<file path="config.mk">
export PLATFORM = sky130hd
export DESIGN_NAME = writeback_sequencer
export DESIGN_NICKNAME = d
export VERILOG_FILES = /design/src/rtl/writeback_sequencer.sv
export SDC_FILE = /design/constraint.sdc
export NUM_CORES = 1
export LEC_CHECK = 0
export BUFFER_PORTS_ARGS = -buffer_cell sky130_fd_sc_hd__buf_2
export CORE_MARGIN = 3
export CORE_UTILIZATION = 47
export CTS_CLUSTER_SIZE = 28
export DETAILED_ROUTE_END_ITERATION = 12
export GPL_TIMING_DRIVEN = 0
export PLACE_DENSITY = 0.8
export SLEW_MARGIN = 20
export SYNTH_ARGS = -nofsm -noshare
export SYNTH_HDL_FRONTEND = slang
export SYNTH_SLANG_ARGS = --single-unit
</file>
<file path="constraint.sdc">
create_clock -name CLOCK -period 3.9 [get_ports CLOCK]
set_input_delay 0.39 -clock CLOCK [delete_from_list [all_inputs] [get_ports CLOCK]]
set_output_delay 0.39 -clock CLOCK [all_outputs]
set_load 0.02 [all_outputs]
</file>
<file path="src/rtl/writeback_sequencer.sv">
// rtl/writeback_sequencer.sv - retires one instruction at a time into the register file,
// waiting (bounded) for load data when the result comes from memory.
module writeback_sequencer #(
    parameter int MEM_TIMEOUT = 15
) (
    input  logic        CLOCK,
    input  logic        RESET,
    input  logic        inValid,
    output logic        inReady,
    input  logic        inRegWrite,
    input  logic        inMemToReg,
    input  logic [4:0]  inDestReg,
    input  logic [63:0] inAluResult,
    input  logic        memDataValid,
    input  logic [63:0] memReadData,
    output logic [4:0]  writeAddress,
    output logic [63:0] writeData,
    output logic        regWrite,
    output logic        memError,
    output logic [31:0] retireCount
);

    localparam int CW = $clog2(MEM_TIMEOUT + 1);
    localparam logic [CW-1:0] WAIT_LAST = CW'(MEM_TIMEOUT - 1);
    localparam logic [4:0]    XZR       = 5'd31;

    typedef enum logic [1:0] {IDLE, WAIT_MEM, WRITE} state_t;

    state_t        state_q, state_d;
    logic          cap_rw_q, cap_rw_d;
    logic [4:0]    dest_q, dest_d;
    logic [CW-1:0] wait_q, wait_d;
    logic [4:0]    addr_q, addr_d;
    logic [63:0]   data_q, data_d;
    logic          mem_error_q, mem_error_d;
    logic [31:0]   retire_q, retire_d;

    always_ff @(posedge CLOCK or posedge RESET) begin
        if (RESET) begin
            state_q     <= IDLE;
            cap_rw_q    <= 1'b0;
            dest_q      <= '0;
            wait_q      <= '0;
            addr_q      <= '0;
            data_q      <= '0;
            mem_error_q <= 1'b0;
            retire_q    <= '0;
        end else begin
            state_q     <= state_d;
            cap_rw_q    <= cap_rw_d;
            dest_q      <= dest_d;
            wait_q      <= wait_d;
            addr_q      <= addr_d;
            data_q      <= data_d;
            mem_error_q <= mem_error_d;
            retire_q    <= retire_d;
        end
    end

    // Write outputs only change on entry to WRITE, so a pending load leaves the last write visible.
    always_comb begin
        state_d     = state_q;
        cap_rw_d    = cap_rw_q;
        dest_d      = dest_q;
        wait_d      = wait_q;
        addr_d      = addr_q;
        data_d      = data_q;
        mem_error_d = mem_error_q;
        retire_d    = retire_q;
        case (state_q)
            IDLE: begin
                if (inValid) begin
                    cap_rw_d = inRegWrite;
                    dest_d   = inDestReg;
                    wait_d   = '0;
                    if (inMemToReg) begin
                        state_d = WAIT_MEM;
                    end else begin
                        state_d = WRITE;
                        addr_d  = inDestReg;
                        data_d  = inAluResult;
                    end
                end
            end
            WAIT_MEM: begin
                // Data on the final allowed cycle still wins over the timeout.
                if (memDataValid) begin
                    state_d = WRITE;
                    addr_d  = dest_q;
                    data_d  = memReadData;
                end else begin
                    wait_d = wait_q + 1'b1;
                    if (wait_q == WAIT_LAST) begin
                        mem_error_d = 1'b1;
                        state_d     = IDLE;
                    end
                end
            end
            WRITE: begin
                state_d  = IDLE;
                retire_d = retire_q + 32'd1;
            end
            default: state_d = IDLE;
        endcase
    end

    assign inReady      = (state_q == IDLE);
    assign regWrite     = (state_q == WRITE) && cap_rw_q && (dest_q != XZR);
    assign writeAddress = addr_q;
    assign writeData    = data_q;
    assign memError     = mem_error_q;
    assign retireCount  = retire_q;

endmodule

</file>
==> summary.md <==
| Metric | Value |
|---|---|
| Wire per inst | 16.56 um |
| First-pass GRT wire length | 23530 um |
| Number of synthesized flops with an enable pin | 0 |
| Overflow after GRT | 0 |
| Synth Warn # | 0 |
| Critical path required time | 3.51 ns |
| Clk pin slew, worst setup/hold paths | 0.05 ns |
| Startpoint Class | flop |
| Worst setup EP type | output pin |
| Power Dens Cells | 651.3 mW/mm^2 |
| Ys flop type | dfrtp_1 |
| Clock skew | 0.006140 ns |
| Diodes inserted | 0 |
| Max Cap Violations | 0 |
| Vias | 4658 |
| Final Hold Vio Count | 0 |
| Netlist cell types | 36 |
| CTS Buf Count | 17 |
| Share of layout cells above drive strength 1 | 42.88% |
| Seq/Total Area, Yosys | 53.53% |
| CTS sink count | 114 |
| Post-cts sizing count | 0 |
| DRT Pass-1 Iters | 4 |
| Buffers on Ports | 242 |
| Row cnt | 38 |
| Crit path kind | reg2out |
| DPL Wire Length | 11110 um |
| Initial Util | 48.52% |
| Yosys reg bits | 114 |
| Fmax | 0.4653 GHz |
| Tcrit/Tclk final | 55.10% |
| Nets | 881 |
| Placeable Area | 0.01098 sq mm |
| Initial DRC count | 252 |
| Final WL | 14760 um |
| Die area | 0.01265 sq mm |
| Area delta synth->final | 37.76% |
| Synth Area per Inst | 11.17 sq um |
| Mapped Cells | 477 |
| Tmin final | 2.149 ns |
| Worst EP arrival | 1.76 ns |
| Root buf cell | clkbuf_16 |
| Initial antenna violation count | 0 |
| Setup Viol. Count Final | 0 |
| Max-slew headroom | 66.79% |
| Max FO, Critical Path | 10 |
| Pre-CTS setup slack | 2.003 ns |
| # IOs | 243 |
| GP Congestion | 0.8382 |
| Flip-flop and latch area | 0.002853 sq mm |
| DRC | 0 |
| RSZ-0062 raised after global routing | no |
| Worst slew pin tran | 0.4982 ns |
| Post-Syn Area | 0.005329 sq mm |
| WHS | 0.02711 ns |
| Async S/R FF share, synth | 100.0% |
| Largest net degree at the start of global routing | 61 |
| Total GRT Usage | 23.61% |
| Cells after DPL | 860 |
| Status | finished, final reports clean |
| Filler cells | 847 |
| # hold bufs at CTS | 0 |
| Postcts setup bufs | 0 |
| Vias in the first global route | 4789 |
| Antenna-violating nets left | 0 |
| Htree depth | 4 |
| Clk_lat worst skew | 0.41 ns |
| Die Span Y | 112.5 um |
| Die X | 112.5 um |
| Vias per cell | 5.228 |
| Setup slack after layout | 1.751 ns |
| Syn_nets | 619 |
| Fin util | 66.84% |
| Final slew viol count | 0 |
| Area of the multi-input gates | 0.002271 sq mm |
| Lkg Pwr | 3.594 nW |
| CTS Buffer Depth | 2 |
| Fin cells | 891 |
| VDD IR max | 0.0003579 V |
| CTS tree | yes |
| Hold Path Class | in2async |
==> layout make-up <==
cell class | instances | area share, %
Sequential cell | 114 | 38.86
Multi-Input combinational cell | 330 | 30.94
Timing Repair Buffer | 243 | 16.87
Clock buffer | 27 | 7.125
Buffer | 30 | 2.642
Tap cell | 140 | 2.386
Clock inverter | 4 | 0.9545
Inverter | 3 | 0.2216
==> synthesized netlist by cell type (all sizes together), types with 2 or more instances <==
master	number	share of area [%]
a21oi	70	7.3
a22o	3	0.49
and2	4	0.47
and3	9	1.1
and4	3	0.49
buf	28	3.5
clkbuf	2	0.14
dfrtp	114	54
ha	3	0.70
inv	3	0.21
mux2	7	1.5
mux2i	69	13
nand2	11	0.77
nand3	9	0.85
nand4	17	2.3
nor2	76	5.4
nor2b	2	0.23
nor3	4	0.68
xnor2	26	4.3
xor2	7	1.2
==> layer usage <==
metal / wire length [um] / global-route usage [%] / vias to the layer above / part of all wire, %
met2: 7461 / 40.56 / 181 / 51
met4: 257 / 8.494 / 0 / 1.7
met3: 1203 / 7.332 / 24 / 8.2
met5: 0 / 0 / - / 0
met1: 5834 / 28.00 / 2262 / 40
li1: - / - / 2191 / -
==> critical path, stage by stage (launching register included) <==
cell	delay, ns
dfrtp_1	0.31
buf_2	0.22
nor2b_1	0.39
nand2_1	0.10
a31oi_1	0.14
buf_2	0.19
==> worst paths after layout <==
path,end,cells after the start,from,slack [ns]
min in group CLOCK,cap_rw_q$_DFFE_PP0P_,2,inRegWrite,0.23
max in group asynchronous,writeData[31]$_DFFE_PP0P_,3,RESET,3.20
hold reg to reg,retireCount[31]$_DFFE_PP0N_,1,retireCount[31]$_DFFE_PP0N_,0.48
hold / removal,retireCount[8]$_DFFE_PP0N_,2,RESET,0.03
setup reg to reg,writeData[10]$_DFFE_PP0P_,6,state_q[1]$_DFFE_PP0P_,2.01
setup / recovery,regWrite,5,state_q[1]$_DFFE_PP0P_,1.75
==> flip-flops by register name, indices dropped and copies added (netlist names) <==
register and cells:
writeData 64, retireCount 32, dest_q 5, state_q 2, memError 1, wait_q 4, writeAddress 5, cap_rw_q 1
==> cells by family after synthesis <==
family / Yosys count / share of synthesized area, %
mux: 76 / 14.44
compound gates: 78 / 8.570
simple gates: 140 / 13.48
fa+ha+maj: 3 / 0.7045
flops: 114 / 53.53
buf+inv: 33 / 3.851
xor+xnor: 33 / 5.424
==> placed cells by master, fill, tap and decap left out, types with 2 or more instances in the layout <==
cell,n
a21oi_1,59
a21oi_2,11
a22o_1,3
and2_1,4
and3_1,9
and4_1,3
buf_2,259
buf_4,6
buf_6,5
bufinv_16,2
clkbuf_1,6
clkbuf_16,17
clkbuf_8,6
clkinv_2,2
dfrtp_1,114
ha_1,3
inv_1,2
mux2_2,7
mux2i_1,69
nand2_1,11
nand3_1,9
nand4_1,16
nor2_1,76
nor2b_1,2
nor3_1,2
xnor2_1,26
xor2_1,7
==> report_power, final <==
group          switching [mW]  internal, mW
combinational           0.950         0.567
clock                   0.502          1.04
sequential              0.216          1.51
total                    1.67          3.11
==> through the flow <==
stage          setup TNS (ns)  power (mW)  instance area [sq um]
3_5_place_dp                0       3.262                   6748
5_1_grt                     0       5.027                   7341
2_1_floorplan               0       2.677                   5329
6_report                    0       4.781                   7341
3_3_place_gp           -76.38       3.207                   6715
4_1_cts                     0       4.818                   7341
(Power assumes the default switching activity.)
